[config.mk]
export PLATFORM = sky130hd
export DESIGN_NAME = tdc_frame_rx_flat
export DESIGN_NICKNAME = d
export VERILOG_FILES = /design/src/rtl/tdc_frame_rx_if.sv /design/src/rtl/tdc_frame_rx.sv /design/src/flat_wrapper.sv
export SDC_FILE = /design/constraint.sdc
export NUM_CORES = 1
export LEC_CHECK = 0
export BUFFER_PORTS_ARGS = -buffer_cell sky130_fd_sc_hd__buf_4
export CAP_MARGIN = 0
export CORE_ASPECT_RATIO = 0.5
export CORE_UTILIZATION = 58
export DETAILED_ROUTE_END_ITERATION = 12
export PLACE_DENSITY_LB_ADDON = 0.3
export SLEW_MARGIN = 0
export SYNTH_ARGS = -nofsm -noshare
export SYNTH_HDL_FRONTEND = slang
export SYNTH_SLANG_ARGS = --single-unit
export TNS_END_PERCENT = 10
[constraint.sdc]
create_clock -name clk100 -period 11.1 [get_ports clk100]
set_input_delay 0.555 -clock clk100 [delete_from_list [all_inputs] [get_ports clk100]]
set_output_delay 0.555 -clock clk100 [all_outputs]
set_load 0.05 [all_outputs]
[src/rtl/tdc_frame_rx_if.sv]
// Signal bundle for the TDC capture-dump receiver: serial input plus the
// parallel byte and frame results it produces.
interface tdc_frame_rx_if #(
    parameter int FRAME_BITS = 128
);
    logic                  rx;
    logic [7:0]            rx_byte;
    logic                  byte_ready;
    logic [FRAME_BITS-1:0] frame;
    logic [7:0]            ones_count;
    logic                  frame_valid;
    logic                  frame_err;
    logic [1:0]            err_code;

    // Source side: drives the serial line, observes the decoded results.
    modport master (
        output rx,
        input  rx_byte, byte_ready, frame, ones_count,
        input  frame_valid, frame_err, err_code
    );

    // Receiver side: consumes the serial line, produces the decoded results.
    modport slave (
        input  rx,
        output rx_byte, byte_ready, frame, ones_count,
        output frame_valid, frame_err, err_code
    );
endinterface

[src/rtl/tdc_frame_rx.sv]
// Receive end of the TDC capture dump link: 8N1 UART deserialiser followed by
// a frame parser that rebuilds the capture array from '0'/'1' characters
// terminated by CR LF.
module tdc_frame_rx #(
    parameter int BAUD_DIV   = 868,
    parameter int FRAME_BITS = 128
) (
    input logic           clk100,
    input logic           reset,
    tdc_frame_rx_if.slave bus
);
    localparam logic [11:0] BIT_LAST  = 12'(BAUD_DIV - 1);
    localparam logic [11:0] HALF_LAST = 12'(BAUD_DIV / 2 - 1);
    localparam logic [7:0]  FB8       = 8'(FRAME_BITS);
    localparam logic [7:0]  CH_LF     = 8'h0A;
    localparam logic [7:0]  CH_CR     = 8'h0D;

    typedef enum logic [1:0] {U_IDLE, U_START, U_DATA, U_STOP} uart_state_t;
    typedef enum logic [1:0] {P_HUNT, P_DATA, P_LFWAIT} parse_state_t;

    logic                  rx_meta_reg, rx_sync_reg, rx_prev_reg;
    uart_state_t           ustate_reg;
    logic [11:0]           baud_cnt_reg;
    logic [2:0]            bit_idx_reg;
    logic [7:0]            shift_reg;
    logic [7:0]            rx_byte_reg;
    logic                  byte_ready_reg;
    logic                  stop_err_reg;

    parse_state_t          pstate_reg;
    logic [7:0]            idx_reg;
    logic [7:0]            count_reg;
    logic [FRAME_BITS-1:0] shadow_reg;
    logic [FRAME_BITS-1:0] frame_reg;
    logic [7:0]            ones_reg;
    logic                  frame_valid_reg;
    logic                  frame_err_reg;
    logic [1:0]            err_code_reg;

    logic                  is_data;
    logic                  shadow_we;

    assign is_data   = (rx_byte_reg == 8'h30) || (rx_byte_reg == 8'h31);
    assign shadow_we = byte_ready_reg && !stop_err_reg && (pstate_reg == P_DATA)
                       && is_data && (idx_reg != FB8);

    // Two-flop synchroniser plus a delayed copy for falling-edge detection;
    // idles high so reset never looks like a start bit.
    always_ff @(posedge clk100 or posedge reset) begin
        if (reset) begin
            rx_meta_reg <= 1'b1;
            rx_sync_reg <= 1'b1;
            rx_prev_reg <= 1'b1;
        end else begin
            rx_meta_reg <= bus.rx;
            rx_sync_reg <= rx_meta_reg;
            rx_prev_reg <= rx_sync_reg;
        end
    end

    // UART bit engine: mid-bit sampling after a half-bit start delay.
    always_ff @(posedge clk100 or posedge reset) begin
        if (reset) begin
            ustate_reg     <= U_IDLE;
            baud_cnt_reg   <= '0;
            bit_idx_reg    <= '0;
            shift_reg      <= '0;
            rx_byte_reg    <= '0;
            byte_ready_reg <= 1'b0;
            stop_err_reg   <= 1'b0;
        end else begin
            byte_ready_reg <= 1'b0;
            stop_err_reg   <= 1'b0;
            case (ustate_reg)
                U_IDLE: begin
                    if (rx_prev_reg && !rx_sync_reg) begin
                        ustate_reg   <= U_START;
                        baud_cnt_reg <= '0;
                    end
                end
                U_START: begin
                    if (baud_cnt_reg == HALF_LAST) begin
                        baud_cnt_reg <= '0;
                        bit_idx_reg  <= '0;
                        // A start bit that has gone high again was a glitch.
                        ustate_reg   <= rx_sync_reg ? U_IDLE : U_DATA;
                    end else begin
                        baud_cnt_reg <= baud_cnt_reg + 12'd1;
                    end
                end
                U_DATA: begin
                    if (baud_cnt_reg == BIT_LAST) begin
                        baud_cnt_reg <= '0;
                        shift_reg    <= {rx_sync_reg, shift_reg[7:1]};
                        if (bit_idx_reg == 3'd7) begin
                            ustate_reg <= U_STOP;
                        end else begin
                            bit_idx_reg <= bit_idx_reg + 3'd1;
                        end
                    end else begin
                        baud_cnt_reg <= baud_cnt_reg + 12'd1;
                    end
                end
                U_STOP: begin
                    if (baud_cnt_reg == BIT_LAST) begin
                        baud_cnt_reg <= '0;
                        ustate_reg   <= U_IDLE;
                        if (rx_sync_reg) begin
                            rx_byte_reg    <= shift_reg;
                            byte_ready_reg <= 1'b1;
                        end else begin
                            stop_err_reg   <= 1'b1;
                        end
                    end else begin
                        baud_cnt_reg <= baud_cnt_reg + 12'd1;
                    end
                end
                default: ustate_reg <= U_IDLE;
            endcase
        end
    end

    // Shadow capture array: each bit is written only when the index selects it.
    generate
        for (genvar gi = 0; gi < FRAME_BITS; gi++) begin : g_shadow
            always_ff @(posedge clk100 or posedge reset) begin
                if (reset) begin
                    shadow_reg[gi] <= 1'b0;
                end else if (shadow_we && (idx_reg == 8'(gi))) begin
                    shadow_reg[gi] <= rx_byte_reg[0];
                end
            end
        end
    endgenerate

    // Frame parser: hunts for LF, collects characters, commits on CR LF.
    always_ff @(posedge clk100 or posedge reset) begin
        if (reset) begin
            pstate_reg      <= P_HUNT;
            idx_reg         <= '0;
            count_reg       <= '0;
            frame_reg       <= '0;
            ones_reg        <= '0;
            frame_valid_reg <= 1'b0;
            frame_err_reg   <= 1'b0;
            err_code_reg    <= '0;
        end else begin
            frame_valid_reg <= 1'b0;
            frame_err_reg   <= 1'b0;
            if (stop_err_reg) begin
                if (pstate_reg != P_HUNT) begin
                    frame_err_reg <= 1'b1;
                    err_code_reg  <= 2'd0;
                    pstate_reg    <= P_HUNT;
                end
            end else if (byte_ready_reg) begin
                case (pstate_reg)
                    P_HUNT: begin
                        if (rx_byte_reg == CH_LF) begin
                            pstate_reg <= P_DATA;
                            idx_reg    <= '0;
                            count_reg  <= '0;
                        end
                    end
                    P_DATA: begin
                        if (is_data) begin
                            if (idx_reg == FB8) begin
                                frame_err_reg <= 1'b1;
                                err_code_reg  <= 2'd2;
                                pstate_reg    <= P_HUNT;
                            end else begin
                                idx_reg   <= idx_reg + 8'd1;
                                count_reg <= count_reg + {7'd0, rx_byte_reg[0]};
                            end
                        end else if (rx_byte_reg == CH_CR) begin
                            if (idx_reg == FB8) begin
                                pstate_reg <= P_LFWAIT;
                            end else begin
                                frame_err_reg <= 1'b1;
                                err_code_reg  <= 2'd2;
                                pstate_reg    <= P_HUNT;
                            end
                        end else begin
                            frame_err_reg <= 1'b1;
                            err_code_reg  <= 2'd1;
                            pstate_reg    <= P_HUNT;
                        end
                    end
                    P_LFWAIT: begin
                        if (rx_byte_reg == CH_LF) begin
                            frame_reg       <= shadow_reg;
                            ones_reg        <= count_reg;
                            frame_valid_reg <= 1'b1;
                            pstate_reg      <= P_DATA;
                            idx_reg         <= '0;
                            count_reg       <= '0;
                        end else begin
                            frame_err_reg <= 1'b1;
                            err_code_reg  <= 2'd3;
                            pstate_reg    <= P_HUNT;
                        end
                    end
                    default: pstate_reg <= P_HUNT;
                endcase
            end
        end
    end

    assign bus.rx_byte     = rx_byte_reg;
    assign bus.byte_ready  = byte_ready_reg;
    assign bus.frame       = frame_reg;
    assign bus.ones_count  = ones_reg;
    assign bus.frame_valid = frame_valid_reg;
    assign bus.frame_err   = frame_err_reg;
    assign bus.err_code    = err_code_reg;
endmodule
[src/flat_wrapper.sv]
// flat-port wrapper written by rule: the top's interface ports become plain ports
module tdc_frame_rx_flat 
#(
    parameter int BAUD_DIV   = 868,
    parameter int FRAME_BITS = 128
)
  (clk100, reset, bus_rx, bus_rx_byte, bus_byte_ready, bus_frame, bus_ones_count, bus_frame_valid, bus_frame_err, bus_err_code);
  tdc_frame_rx_if #(.FRAME_BITS(FRAME_BITS)) bus_i ();
  input logic clk100;
  input logic reset;
  input wire logic [$bits(bus_i.rx)-1:0] bus_rx;
  output wire logic [$bits(bus_i.rx_byte)-1:0] bus_rx_byte;
  output wire logic [$bits(bus_i.byte_ready)-1:0] bus_byte_ready;
  output wire logic [$bits(bus_i.frame)-1:0] bus_frame;
  output wire logic [$bits(bus_i.ones_count)-1:0] bus_ones_count;
  output wire logic [$bits(bus_i.frame_valid)-1:0] bus_frame_valid;
  output wire logic [$bits(bus_i.frame_err)-1:0] bus_frame_err;
  output wire logic [$bits(bus_i.err_code)-1:0] bus_err_code;
  assign bus_i.rx = bus_rx;
  assign bus_rx_byte = bus_i.rx_byte;
  assign bus_byte_ready = bus_i.byte_ready;
  assign bus_frame = bus_i.frame;
  assign bus_ones_count = bus_i.ones_count;
  assign bus_frame_valid = bus_i.frame_valid;
  assign bus_frame_err = bus_i.frame_err;
  assign bus_err_code = bus_i.err_code;
  tdc_frame_rx #(.BAUD_DIV(BAUD_DIV), .FRAME_BITS(FRAME_BITS)) u_core (.clk100(clk100), .reset(reset), .bus(bus_i));
endmodule
* Word level (Yosys, flattened, before mapping)
Index checks and enable logic that the tools add are counted.
Word-level totals: flip-flop bits (word level) 324, word-level logic and storage cells 519
Cells by class: multiplexer cells 59, reductions and logical operators 154, equality and inequality tests 155, add/sub/neg operators 4, bitwise operators 1
Operator list (count):
- $eq 8x7->1 const B | 64
- $eq 8x6->1 const B | 34
- $logic_and 1x1->1 | 133
- $eq 8x5->1 const B | 16
- $eq 8x4->1 const B | 10
- $mux 2 | 21
- $mux 8 | 5
- $mux 12 | 3
- $pmux 12 s3 | 1
- $eq 8x3->1 const B | 4
- $pmux 8 s2 | 2
- $mux 1 | 19
- $eq 8x2->1 const B | 2
- $ne 2x1->1 const B | 7
- $add 12x1->12 const B | 1
- $eq 12x10->1 const B | 1
- $eq 12x9->1 const B | 1
- $reduce_and 4->1 | 3
- $reduce_and 6->1 | 2
- $mux 3 | 3
- $add 8x1->8 | 1
- $add 8x1->8 const B | 1
- $eq 8x1->1 const B | 1
- $eq 8x8->1 const B | 1
- 26 further kinds | 37

* Depth between registers and ports, before layout
depth after elaboration 7, mapped depth 9, mapped depth without buffers 8

* Worst setup path after synthesis
No wires, ideal clock.
path kind register to register, start reg u_core.baud_cnt_reg[0], end reg u_core.bit_idx_reg[1], cell stages (with the launch flop) 9, path slack 8207 ps, data arrival time 2771 ps, setup time 122 ps, cells stage by stage dfrtp_1 -> ha_1 -> or3b_2 -> or4_1 -> buf_2 -> nor3b_4 -> and2b_1 -> mux2_1 -> a32o_1
On the way: longest elaborated chain between the ends 3
Ends and longest elaborated chain:
- start: declaration | line tdc_frame_rx.sv:23 | logic [11:0] baud_cnt_reg;
- start signal: assignment | line tdc_frame_rx.sv:88 | baud_cnt_reg <= baud_cnt_reg + 12'd1;
- start signal: assignment | line tdc_frame_rx.sv:101 | baud_cnt_reg <= baud_cnt_reg + 12'd1;
- start signal: assignment | line tdc_frame_rx.sv:115 | baud_cnt_reg <= baud_cnt_reg + 12'd1;
- $eq 12x10->1 or $eq 12x9->1 (tied branches) | line tdc_frame_rx.sv:92, tdc_frame_rx.sv:82
- $ne 2x1->1 (no line)
- $reduce_and 4->1 (no line) *
- end signal: assignment | line tdc_frame_rx.sv:98 | bit_idx_reg <= bit_idx_reg + 3'd1;
- end: declaration | line tdc_frame_rx.sv:24 | logic [2:0] bit_idx_reg;
Mark *: on every way between the ends. The rest lies on a longest branch, timed or not. A chain may end at the register's enable or synchronous reset.

* Final worst setup path
start reg u_core.rx_byte_reg[0] (netlist: u_core.bus.rx_byte[0]), end reg u_core.frame_reg[87] (netlist: u_core.bus.frame[87])
On the way: longest elaborated chain between the ends 2
Ends and longest elaborated chain:
- start: declaration | line tdc_frame_rx.sv:26 | logic [7:0] rx_byte_reg;
- start signal: assignment | line tdc_frame_rx.sv:109 | rx_byte_reg <= shift_reg;
- $eq 8x4->1 | line tdc_frame_rx.sv:190 | if (rx_byte_reg == CH_LF) begin
- $reduce_and 4->1 (no line)
- end signal: assignment | line tdc_frame_rx.sv:191 | frame_reg <= shadow_reg;
- end: declaration | line tdc_frame_rx.sv:34 | logic [FRAME_BITS-1:0] frame_reg;
No other way between the ends.

==> reports/results.tsv <==
stage	metric	value	unit
outcome	run status	finished, final reports clean	
logic_synthesis	Post-synth EDFFs	0	
sta	final hold viol count	0	
cts	clk root buf	clkbuf_16	
sta	Slew @ Worst Pin	1.12	ns
logic_synthesis	share of the synthesized area in the top cell type	59.4	%
sta	Setup TNS	0	ns
drt	final wirelength	32300	µm
finish	Nets	1260	
place	Setup WS pre-CTS	7.54	ns
power	Power Density	144	nW/µm²
logic_synthesis	Most used DFF post-synth	dfrtp_1	
drt	vias per cell	5.88	
hold_path	worst hold path type	in -> reg	
sta	Worst Skew	0.0192	ns
finish	layout cells sized above 1	36.3	%
power	Comb power frac	2.3	%
floorplanning	core area	22800	µm²
global_routing	vias in the first global route	9215	
power	Worst IR Drop VDD	0.112	mV
global_routing	first-pass GRT wire length	50900	µm
place	gpl congestion	0.879	
logic_synthesis	Yosys reg bits	324	
finish	Cell Count, Final, Fillers Out	1572	
finish	Design Area, Final	15900	µm²
floorplanning	initial core utilization	59.2	%
logic_synthesis	Mapped Nets	1129	
logic_synthesis	fraction of the mapped netlist area in adder cells	1.30	%
floorplanning	number of placement rows	39	
power	cell-internal power	0.00179	W
sta	unrepaired setup endpoints after global routing	no	
cts	setup bufs post-CTS	0	
finish	ANT cells	0	
sta	endpoints failing setup	0	
sta	min cycle time layout	3.60	ns
logic_synthesis	distinct cell type count after synthesis	46	
critical_path	Critical Path AT	4.03	ns
power	Switch Pwr	0.000487	W
cts	TritonCTS clock tree	built	
sta	Max Transition Viols Final	0	
global_routing	largest net degree at the start of global routing	187	
run	Max-cap violations	0	
place	Placed Cells	1520	
drt	via count of the routed design	9239	
floorplanning	Die ar.	24000	µm²
logic_synthesis	mux cell area share after synthesis	19.8	%
critical_path	CP endpoint kind	flop	
cts	clock buffer depth	3	
logic_synthesis	post-synthesis simple-gate area fraction	11.9	%
finish	synthesis-to-layout area growth	17.4	%
cts	Num CTS Buffers	28	
sta	Rel. slew slack	25.4	%
place	dpl hpwl	21300	µm
cts	CTS Sinks	324	
finish	fillcell total	1615	
logic_synthesis	largest family of logic cells by synthesized area	multiplexers	
sta	Achievable Freq	278	MHz
cts	H-tree levels	1	
finish	Register Area	8120	µm²
critical_path	critical path required time	11.53	ns
cts	Clock Latency Late Sink	0.56	ns
drt	DR pass1 iterations	6	
logic_synthesis	post-synthesis xor/xnor area fraction	0.0648	%
logic_synthesis	number of synthesis warnings	0	
logic_synthesis	Synth Area in Compound Gates	5.06	%
critical_path	CP Launch Type	flop	
logic_synthesis	Area contributors post-synth	dfrtp_1 59%, mux2_2 20%, o21ai_0 3.4%	
sta	final worst slack	7.50	ns
critical_path	critical path type	reg -> reg	
drt	post-route ant nets	0	
place	Port Buf Inserts	151	
global_routing	GRT Total Usage	27.6	%
sta	Tcrit/Tclk final	32.4	%
logic_synthesis	asr flop ratio synth	100	%
power	Pleak	8.01	nW
cts	CTS Hold Bufs	0	
power	clock share of power	44.6	%
floorplanning	Die Y-Extent	110	µm
drt	DR DRC count	0	
place	Post-DP Area	14900	µm²
finish	Multi-input gate area	5160	µm²
power	Sw Ratio	21.4	%
logic_synthesis	Synth area leader	dfrtp_1	
drt	initial DRC count	913	
floorplanning	Ports	152	
drt	Wirelength per Cell	20.5	µm
logic_synthesis	syn_area_per_cell	12.2	µm²
logic_synthesis	Netlist Area Pre-Place	13500	µm²
global_routing	total gr overflow	0	
critical_path	CP max FO	84	
global_routing	initial antenna violation count	0	
logic_synthesis	cells after synthesis	1112	
power	power share of the sequential group	53.1	%
logic_synthesis	register area share after synthesis	60.0	%
power	total power	0.00228	W
cts	PostCTS Resize Cnt	0	
cts	register clock-pin slew on the reported worst setup and hold paths	0.06	ns
floorplanning	Die X	218	µm
cells by family after synthesis:
family / count (synthesis)
and+or+nand+nor: 347
DFF: 324
muxes: 238
AOI/OAI and AO/OA: 122
buffers and inverters: 66
adders and majority gates: 14
xor gates and xnor gates: 1
layout by cell type (no fill, tap or decap), types with 4 or more instances in the layout:
master,netlist,layout
nor3_1,8,7
nand2_1,98,98
o31ai_1,6,6
ha_1,14,14
clkbuf_16,0,28
nand2b_1,13,13
nand3_1,69,69
buf_4,0,156
or2_2,5,5
nor2_1,106,106
o41ai_1,4,4
nor2b_1,8,8
nand4_1,6,6
clkinv_2,0,9
clkbuf_8,0,7
o21ai_0,92,92
and3_1,10,9
inv_1,10,9
mux2_2,235,235
dfrtp_1,321,320
or3_1,4,4
a31oi_1,7,7
area by class of cell:
| class | count | share of cell area, % |
|---|---|---|
| sequential | 324 | 51.1 |
| timing repair buffer | 157 | 7.51 |
| clock buffer | 37 | 5.07 |
| inverter | 10 | 0.284 |
| clock inverter | 15 | 1.05 |
| tap | 307 | 2.42 |
| multi-input combinational | 722 | 32.5 |
cell usage after synthesis, types with 3 or more instances:
cell	instances
or3_1	4
clkbuf_1	50
nor2b_1	8
nor3b_1	3
a21oi_1	3
ha_1	14
or2_2	5
nand2b_1	13
nor2_1	106
mux2_2	235
and2_1	3
o41ai_1	4
o31ai_1	6
o21ai_0	92
or4_1	3
buf_1	4
inv_1	10
nand4_1	6
nor3_1	8
nand3_1	69
nand2_1	98
dfstp_2	3
dfrtp_1	321
and3_1	10
a31oi_1	7
through the flow:
| stage | hold WS (ns) | util (%) |
|---|---|---|
| 5_1_grt | 0.100 | 69.5 |
| 6_report | 0.108 | 69.5 |
| 4_1_cts | 0.0964 | 69.5 |
| 3_5_place_dp | 0.348 | 65.2 |
| 2_1_floorplan | 0.345 | - |
| 3_3_place_gp | 0.346 | 65.2 |
critical path: stages (launching register included):
cell and delay, ns:
dfrtp_4 0.69, nor4bb_1 0.40, and3_1 0.25, and3_4 0.65, buf_4 0.97, mux2_2 0.43
worst paths after layout:
path | slack [ns] | from | cells after the start | endpoint
max | 7.50 | u_core.bus.rx_byte[0] | 5 | u_core.bus.frame[87]
min | 0.11 | bus_rx | 1 | u_core.rx_meta_reg
max reg2reg | 7.50 | u_core.bus.rx_byte[0] | 5 | u_core.bus.frame[87]
min reg2reg | 0.36 | u_core.rx_meta_reg | 0 | u_core.rx_sync_reg
max in group asynchronous | 9.40 | reset | 3 | u_core.shadow_reg[74]
min in group asynchronous | 0.19 | reset | 2 | u_core.baud_cnt_reg[0]
layer usage:
layer / track usage [%] / wire length (µm) / up-vias
met5: 0 / 0 / -
met3: 6.39 / 2390 / 83
li1: - / - / 4143
met4: 8.24 / 849 / 0
met1: 37.9 / 13700 / 4699
met2: 44.4 / 15300 / 314
power groups by stage:
stage	Sequential [W]	Clock [W]	Combinational [W]
2_1_floorplan	0.00123	0	0.0000410
3_3_place_gp	0.00123	0	0.0000511
3_5_place_dp	0.00123	0	0.0000540
4_1_cts	0.00121	0.00103	0.0000546
5_1_grt	0.00121	0.00108	0.0000626
6_report	0.00121	0.00102	0.0000529
Note: power is estimated with default switching activity, not from simulation.
